File: src/rtl/bcd_display_scanner.sv
// Time-multiplexed 7-segment scanner: captures a packed BCD word, decodes one digit per
// refresh slot with optional leading-zero blanking, and flags non-decimal nibbles.
module bcd_display_scanner #(
  parameter int N_DIGITS    = 3,
  parameter int REFRESH_DIV = 1000,
  parameter int ACTIVE_LOW  = 0
) (
  input  logic                  i_clock,
  input  logic                  i_reset,
  input  logic [4*N_DIGITS-1:0] i_bcd,
  input  logic                  i_load,
  input  logic                  i_blank_lz,
  output logic [6:0]            o_seg,
  output logic [N_DIGITS-1:0]   o_an,
  output logic                  o_err
);

  localparam int PW = (REFRESH_DIV > 1) ? $clog2(REFRESH_DIV) : 1;
  localparam int IW = (N_DIGITS > 1) ? $clog2(N_DIGITS) : 1;
  localparam logic [PW-1:0] PRESC_MAX = PW'(REFRESH_DIV - 1);
  localparam logic [IW-1:0] IDX_MAX   = IW'(N_DIGITS - 1);
  localparam logic          POL       = (ACTIVE_LOW != 0);
  localparam logic [6:0]          SEG_OFF = {7{POL}};
  localparam logic [N_DIGITS-1:0] AN_OFF  = {N_DIGITS{POL}};

  logic [4*N_DIGITS-1:0] bcd_q, bcd_d;
  logic                  blank_lz_q, blank_lz_d;
  logic [PW-1:0]         presc_q, presc_d;
  logic [IW-1:0]         idx_q, idx_d;
  logic [6:0]            seg_q, seg_d;
  logic [N_DIGITS-1:0]   an_q, an_d;
  logic                  err_q, err_d;

  logic [N_DIGITS-1:0] nib_zero;
  logic [N_DIGITS-1:0] nib_bad;
  logic [N_DIGITS-1:0] blank_digit;

  function automatic logic [6:0] seg_decode(input logic [3:0] nib);
    logic [6:0] s;
    case (nib)
      4'd0:    s = 7'h3F;
      4'd1:    s = 7'h06;
      4'd2:    s = 7'h5B;
      4'd3:    s = 7'h4F;
      4'd4:    s = 7'h66;
      4'd5:    s = 7'h6D;
      4'd6:    s = 7'h7D;
      4'd7:    s = 7'h07;
      4'd8:    s = 7'h7F;
      4'd9:    s = 7'h6F;
      default: s = 7'h79;
    endcase
    return s;
  endfunction

  // A digit is a leading zero when it and every more-significant digit are zero.
  for (genvar gi = 0; gi < N_DIGITS; gi++) begin : g_digit
    assign nib_zero[gi] = (bcd_q[4*gi +: 4] == 4'd0);
    assign nib_bad[gi]  = (bcd_q[4*gi +: 4] > 4'd9);
    if (gi == 0) begin : g_lsd
      assign blank_digit[gi] = 1'b0;
    end else begin : g_upper
      assign blank_digit[gi] = blank_lz_q & (&nib_zero[N_DIGITS-1:gi]);
    end
  end

  logic       tick;
  logic [3:0] cur_nib;
  logic       cur_blank;
  logic [N_DIGITS-1:0] an_raw;

  always_comb begin
    cur_nib   = bcd_q[3:0];
    cur_blank = 1'b0;
    an_raw    = '0;
    for (int k = 0; k < N_DIGITS; k++) begin
      if (idx_q == IW'(k)) begin
        cur_nib   = bcd_q[4*k +: 4];
        cur_blank = blank_digit[k];
        an_raw[k] = 1'b1;
      end
    end
  end

  always_comb begin
    tick       = (presc_q == PRESC_MAX);
    presc_d    = tick ? '0 : presc_q + PW'(1);
    idx_d      = idx_q;
    if (tick) begin
      idx_d = (idx_q == IDX_MAX) ? '0 : idx_q + IW'(1);
    end
    bcd_d      = i_load ? i_bcd : bcd_q;
    blank_lz_d = i_load ? i_blank_lz : blank_lz_q;
    seg_d      = (cur_blank ? 7'h00 : seg_decode(cur_nib)) ^ SEG_OFF;
    an_d       = an_raw ^ AN_OFF;
    err_d      = |nib_bad;
  end

  always_ff @(posedge i_clock) begin
    if (i_reset) begin
      bcd_q      <= '0;
      blank_lz_q <= 1'b0;
      presc_q    <= '0;
      idx_q      <= '0;
      seg_q      <= SEG_OFF;
      an_q       <= AN_OFF;
      err_q      <= 1'b0;
    end else begin
      bcd_q      <= bcd_d;
      blank_lz_q <= blank_lz_d;
      presc_q    <= presc_d;
      idx_q      <= idx_d;
      seg_q      <= seg_d;
      an_q       <= an_d;
      err_q      <= err_d;
    end
  end

  assign o_seg = seg_q;
  assign o_an  = an_q;
  assign o_err = err_q;

endmodule

File: config.mk
export PLATFORM = sky130hd
export DESIGN_NAME = bcd_display_scanner
export DESIGN_NICKNAME = d
export VERILOG_FILES = /design/src/rtl/bcd_display_scanner.sv
export SDC_FILE = /design/constraint.sdc
export NUM_CORES = 1
export LEC_CHECK = 0
export ABC_AREA = 1
export BUFFER_PORTS_ARGS = -buffer_cell sky130_fd_sc_hd__buf_2
export CAP_MARGIN = 20
export CORE_UTILIZATION = 54
export CTS_CLUSTER_DIAMETER = 80
export DETAILED_ROUTE_END_ITERATION = 6
export PLACE_DENSITY = 0.75
export SLEW_MARGIN = 0
export SYNTH_ARGS = -nofsm -noshare
export SYNTH_HDL_FRONTEND = slang
export SYNTH_SLANG_ARGS = --single-unit
File: constraint.sdc
create_clock -name i_clock -period 2.2 [get_ports i_clock]
set_clock_uncertainty 0.2 [all_clocks]
set_input_delay 0.11 -clock i_clock [delete_from_list [all_inputs] [get_ports i_clock]]
set_output_delay 0.11 -clock i_clock [all_outputs]
set_load 0.02 [all_outputs]
# ---- After elaboration in Yosys (flattened, before gate mapping)
# Memories as Yosys holds them, arrays and structs flattened. A register that Yosys moved wholly into a read port is not among the register bits.
# Index checks and enable logic that the tools add are counted.
dict set report totals {
  ramBits 0
  output_inout_bits 11
  n_memories 1
  latchBits 0
  elab_cells 32
  regBits 29
  input_bits 16
  mem_bits_ro 112
}
# memory words width rd rd_clocked_by_memory_dff write_ports line_no
set memory_table {}
lappend memory_table {{(name not given)} 16 7 1 1 0 40} ;# case (nib)
dict set report classes {
  n_reduce_logical 7
  eq_ne 3
  n_addsub 2
  n_bitwise 2
  n_mul 0
  n_shift 0
  order_cmp 3
  n_div 0
  n_mux 8
}
# cell n
set op_table {}
lappend op_table {{> comparator 4 bit (second input constant)} 3}
lappend op_table {{adder 10 x 1 -> 10 bit (second input constant)} 1}
lappend op_table {{== test 10 bit (second input constant)} 1}
lappend op_table {{zero test 4 bit} 2}
lappend op_table {{two-way mux 4 bit} 2}
lappend op_table {{two-way mux 1 bit} 5}
lappend op_table {{OR reduction 2 bit} 2}
lappend op_table {{OR reduction 3 bit} 1}
lappend op_table {{adder 2 x 1 -> 2 bit (second input constant)} 1}
lappend op_table {{AND 1 bit} 2}
lappend op_table {{== test 2 x 1 -> 1 bit (second input constant)} 1}
lappend op_table {{== test 2 bit (second input constant)} 1}
lappend op_table {{zero test 2 bit} 1}
lappend op_table {{two-way mux 2 bit} 1}
lappend op_table {{AND reduction 2 bit} 1}

# ---- Longest topological paths before layout
dict set report logic_depth {
  word_depth 6
  depth_mapped 11
  ltp_nobuf 11
}

# ---- Least setup slack after synthesis
# No wires, ideal clock.
dict set report synth_path {
  path_kind {reg2reg}
  start {reg idx_q[0]}
  end {reg seg_q[3] (netlist: o_seg[3])}
  setup_ps 116
  path_buffers 0
  path_stages_with_launch 11
  period_less_slack_ps 1699
  arrival_ps 1382
  slack_ps 501
  required_time_ps 1884
  cell_sequence {dfxtp_1 -> inv_2 -> nand2_2 -> nand3b_1 -> nand3_2 -> inv_1 -> ha_1 -> nand2_1 -> nand2_1 -> nor2_1 -> nor2_1}
}
dict set report synth_between {
  elab_chain_len 4
  word_cells_on_any_way 7
  cone_classes {2 x eq/ne; 4 x mux; 1 x reduce/logical}
}
# element line_no
set synth_lines {}
lappend synth_lines {{from (decl)} 29} ;# logic [IW-1:0] idx_q, idx_d;
lappend synth_lines {{from (signal assigned)} 112} ;# idx_q <= idx_d;
lappend synth_lines {{== test 2 x 1 -> 1 bit} 77} ;# if (idx_q == IW'(k)) begin
lappend synth_lines {{two-way mux 1 bit (2 in series)} 77}
lappend synth_lines {{OR reduction 2 bit (no source line)} --}
lappend synth_lines {{to (decl)} 30} ;# logic [6:0] seg_q, seg_d;
# Parallel ways exist; a longest one is shown, timed or not.
# A chain may end at the register's enable or synchronous reset.

# ---- Final worst setup path
# Ends and elaborated chain as after synthesis.

==> results.md <==
* Pint at 0.924 mW
* Die Ht at 56.8 um
* Total Wirelength at 3300 um
* Outcome: finished with violations
* PwrDens at 615 nW/um^2
* Tcrit/Tclk final at between 80 and 90%
* Slew Viols, Final at 0
* Clock power share at 29.1%
* Total number of vias at 1499
* Sw frac at around a quarter
* Area Overhead vs Synth at 26.4%
* Mapped Area at around 1600 um^2
* Yosys top cell area share at between 40 and 50%
* Worst Path Required at 2240 ps
* Net Sw Power at 0.337 mW
* TritonCTS Buffers at 5
* Syn_nets at between 200 and 250
* Avg Cell Area, Syn at 7.34 um^2
* Synth area leader: dfxtp_1
* Die width at about 57 um
* First-pass GRT wire length at between 5000 and 6000 um
* Arr. time, crit path at 1930 ps
* Initial antenna violation count at 0
* Leakage at about 1 nW
* Std-Cell Rows at 19
* Longest Clk Path Bufs at 2
* Max-cap check violation count at 0
* DRC errors left at 5
* Yosys cell types at 24
* DRT Pass-1 Iters at 6
* Layout cells sized above 1 at 20.1%
* Crit-path slowest cell: dfxtp_1
* Hold slack at 172 ps
* Slew margin rel. at approximately two thirds
* # diodes at 0
* Vias in the first global route at 1405
* CTS root buf: clkbuf_4
* Clock slew at reported path FFs at between 100 and 150 ps
* Largest net degree at the start of global routing at 21
* Crit end category: flip-flop
* # IOs at 27
* Initial Utilization at between 50% and 60%
* Hold Buf Count CTS at 20
* Die area at ~3200 um^2
* Flop pwr share at approximately 56%
* CTS tree: yes
* Cts repair resizes at 0
* Synth area leaders: dfxtp_1, nor2_1, nand2_1
* Gpl congestion at 0.810
* Max FO, Critical Path at 6
* H-Tree Level Count at 2
* Post-CTS Setup Bufs at 0
* Worst-margin pin slew at between 400 and 500 ps
* Wirelength per Cell at between 10 and 15 um
* Slowest stage delay, CP at approximately 470 ps
* Yosys reg bits at 36
* Grt ovf at 0
* DP HPWL at ~2200 um
* Fin. Hold Viols at 0
* Tmin final at between 1500 and 2000 ps
* Logic gate share of total power at roughly 15%
* Post-Layout Cell Count at between 300 and 400
* Synthesized instance count at between 200 and 250
* Final worst slack at 308 ps
* Final setup TNS at 0 ps
* Worst Hold Class: in2reg
* IO Port Bufs at 26
* Worst slack at placement at 342 ps
* Post-synthesis sequential area ratio at ~44%
* Final setup violation count at 0
* Clk_lat worst skew at 340 ps
* Tot Pwr at about 1.3 mW
* Vias/cell at 4.93
* GRT Total Usage at 24.3%
* Clock sink total at 36
* Routed Antenna Nets at 0
* 1st-iter DRT viols at 39
* Total placed cells including tap cells at 276
* WS Path Type: reg2reg
* # nets final at 294
* Synthesis warning total at 0
* Failing checks: DRC
* F_max at 529 MHz
* RSZ-0062 raised after global routing: false
* Peak supply drop at ~430 uV
* Core Region at around 2800 um^2
* CP Launch Type: flip-flop
* Crit-path cells: inv_2 -> nand2_2 -> nand3_1 -> nand3_1 -> inv_1 -> ha_1 -> nand2_1 -> nand2_1 -> nor2_1 -> nor2_1
## cells by family (layout without fill, tap and decap cells)
kind of cell | after synthesis | after routing | synth area share (%)
adder cells (fa/ha/maj) | 6 | 6 | 4.63
AND/OR/NAND/NOR | 111 | 111 | 30.9
AO/OA/AOI/OAI | 30 | 30 | 9.64
flip-flops | 36 | 36 | 44.4
buffers and inverters | 33 | 85 | 7.71
XOR/XNOR | 5 | 5 | 2.70
## stage by stage
stage	cell area, um^2	util, %
3_3_place_gp	1790	63.8
6_report	2050	73.1
3_5_place_dp	1790	63.8
5_1_grt	2050	73.1
4_1_cts	2050	73.1
2_1_floorplan	1620	-
## registers in the layout (all words and copies together), names as in the netlist
register / cells
bcd_q: 12
blank_lz_q: 1
idx_q: 2
o_an: 3
o_err: 1
o_seg: 7
presc_q: 10
## final cells by class
cell class,instances,area (um^2)
fillers,231,753
flip-flops and latches,36,721
well taps,31,38.8
clock buffers,6,51.3
repair buffers,48,345
inverters,29,109
clock inverters,2,10.0
multi-input cells,152,777
## worst max-delay path, delay by kind of cell (launching register included)
| family | cells | cell delay (ps) |
|---|---|---|
| buf+inv | 2 | 200 |
| flops | 1 | 470 |
| simple gates | 7 | 640 |
| fa+ha+maj | 1 | 280 |
## cell usage in the layout (no fill, tap or decap)
cell	Yosys	routed
a21oi_2	1	1
clkinv_2	0	2
nor2_1	39	39
nor2_4	2	2
ha_1	6	6
o21ai_0	16	16
inv_1	26	26
dlygate4sd3_1	0	20
nand2_2	8	8
a22oi_1	1	1
nand3_2	1	1
nand3_1	14	14
inv_2	2	2
nand2_1	37	37
buf_2	1	26
clkinv_1	1	1
clkbuf_8	0	1
nor2_2	4	4
clkbuf_4	0	5
a21oi_1	12	12
xnor2_1	1	1
nand3b_1	3	3
or2_2	1	1
buf_4	0	2
dfxtp_1	36	36
nor3_1	2	2
xor2_1	4	4
## worst paths after layout
kind / startpoint / to / slack, ps / cells past startpoint
max: idx_q[0]$_SDFFE_PP0N_ / o_seg[3]$_SDFF_PP0_ / 310 / 10
min: i_load / bcd_q[9]$_SDFFE_PP0P_ / 170 / 3
max reg2reg: idx_q[0]$_SDFFE_PP0N_ / o_seg[3]$_SDFF_PP0_ / 310 / 10
min reg2reg: presc_q[0]$_SDFF_PP0_ / presc_q[0]$_SDFF_PP0_ / 260 / 1
## routing by layer
| metal | up-vias | share of wire [%] | track usage [%] | routed length [um] |
|---|---|---|---|---|
| li1 | 793 | - | - | - |
| met1 | 664 | 46 | 29.4 | 1520 |
| met2 | 35 | 48 | 41.0 | 1580 |
| met3 | 7 | 4.6 | 6.91 | 151 |
| met4 | 0 | 1.4 | 8.71 | 46 |
| met5 | - | 0 | 0 | 0 |
## power groups by stage
stage,sequential [mW],combinational (mW),clock [mW]
2_1_floorplan,0.734,0.0925,0
3_3_place_gp,0.717,0.158,0
3_5_place_dp,0.718,0.158,0
4_1_cts,0.703,0.188,0.383
5_1_grt,0.707,0.216,0.404
6_report,0.703,0.192,0.367
## cells in the mapped netlist
| cell | number |
|---|---|
| nand3_1 | 14 |
| nand2_1 | 37 |
| inv_2 | 2 |
| nor3_1 | 2 |
| nand2_2 | 8 |
| clkinv_1 | 1 |
| nand3_2 | 1 |
| buf_1 | 1 |
| o21ai_0 | 16 |
| nor2_1 | 39 |
| inv_1 | 26 |
| nor2_2 | 4 |
| a22oi_1 | 1 |
| ha_1 | 6 |
| dfxtp_1 | 36 |
| a21oi_2 | 1 |
| clkbuf_1 | 2 |
| a21oi_1 | 12 |
| or2_2 | 1 |
| nand3b_1 | 3 |
| nor2_4 | 2 |
| buf_2 | 1 |
| xnor2_1 | 1 |
| xor2_1 | 4 |
Power figures use the tool's default switching activity.
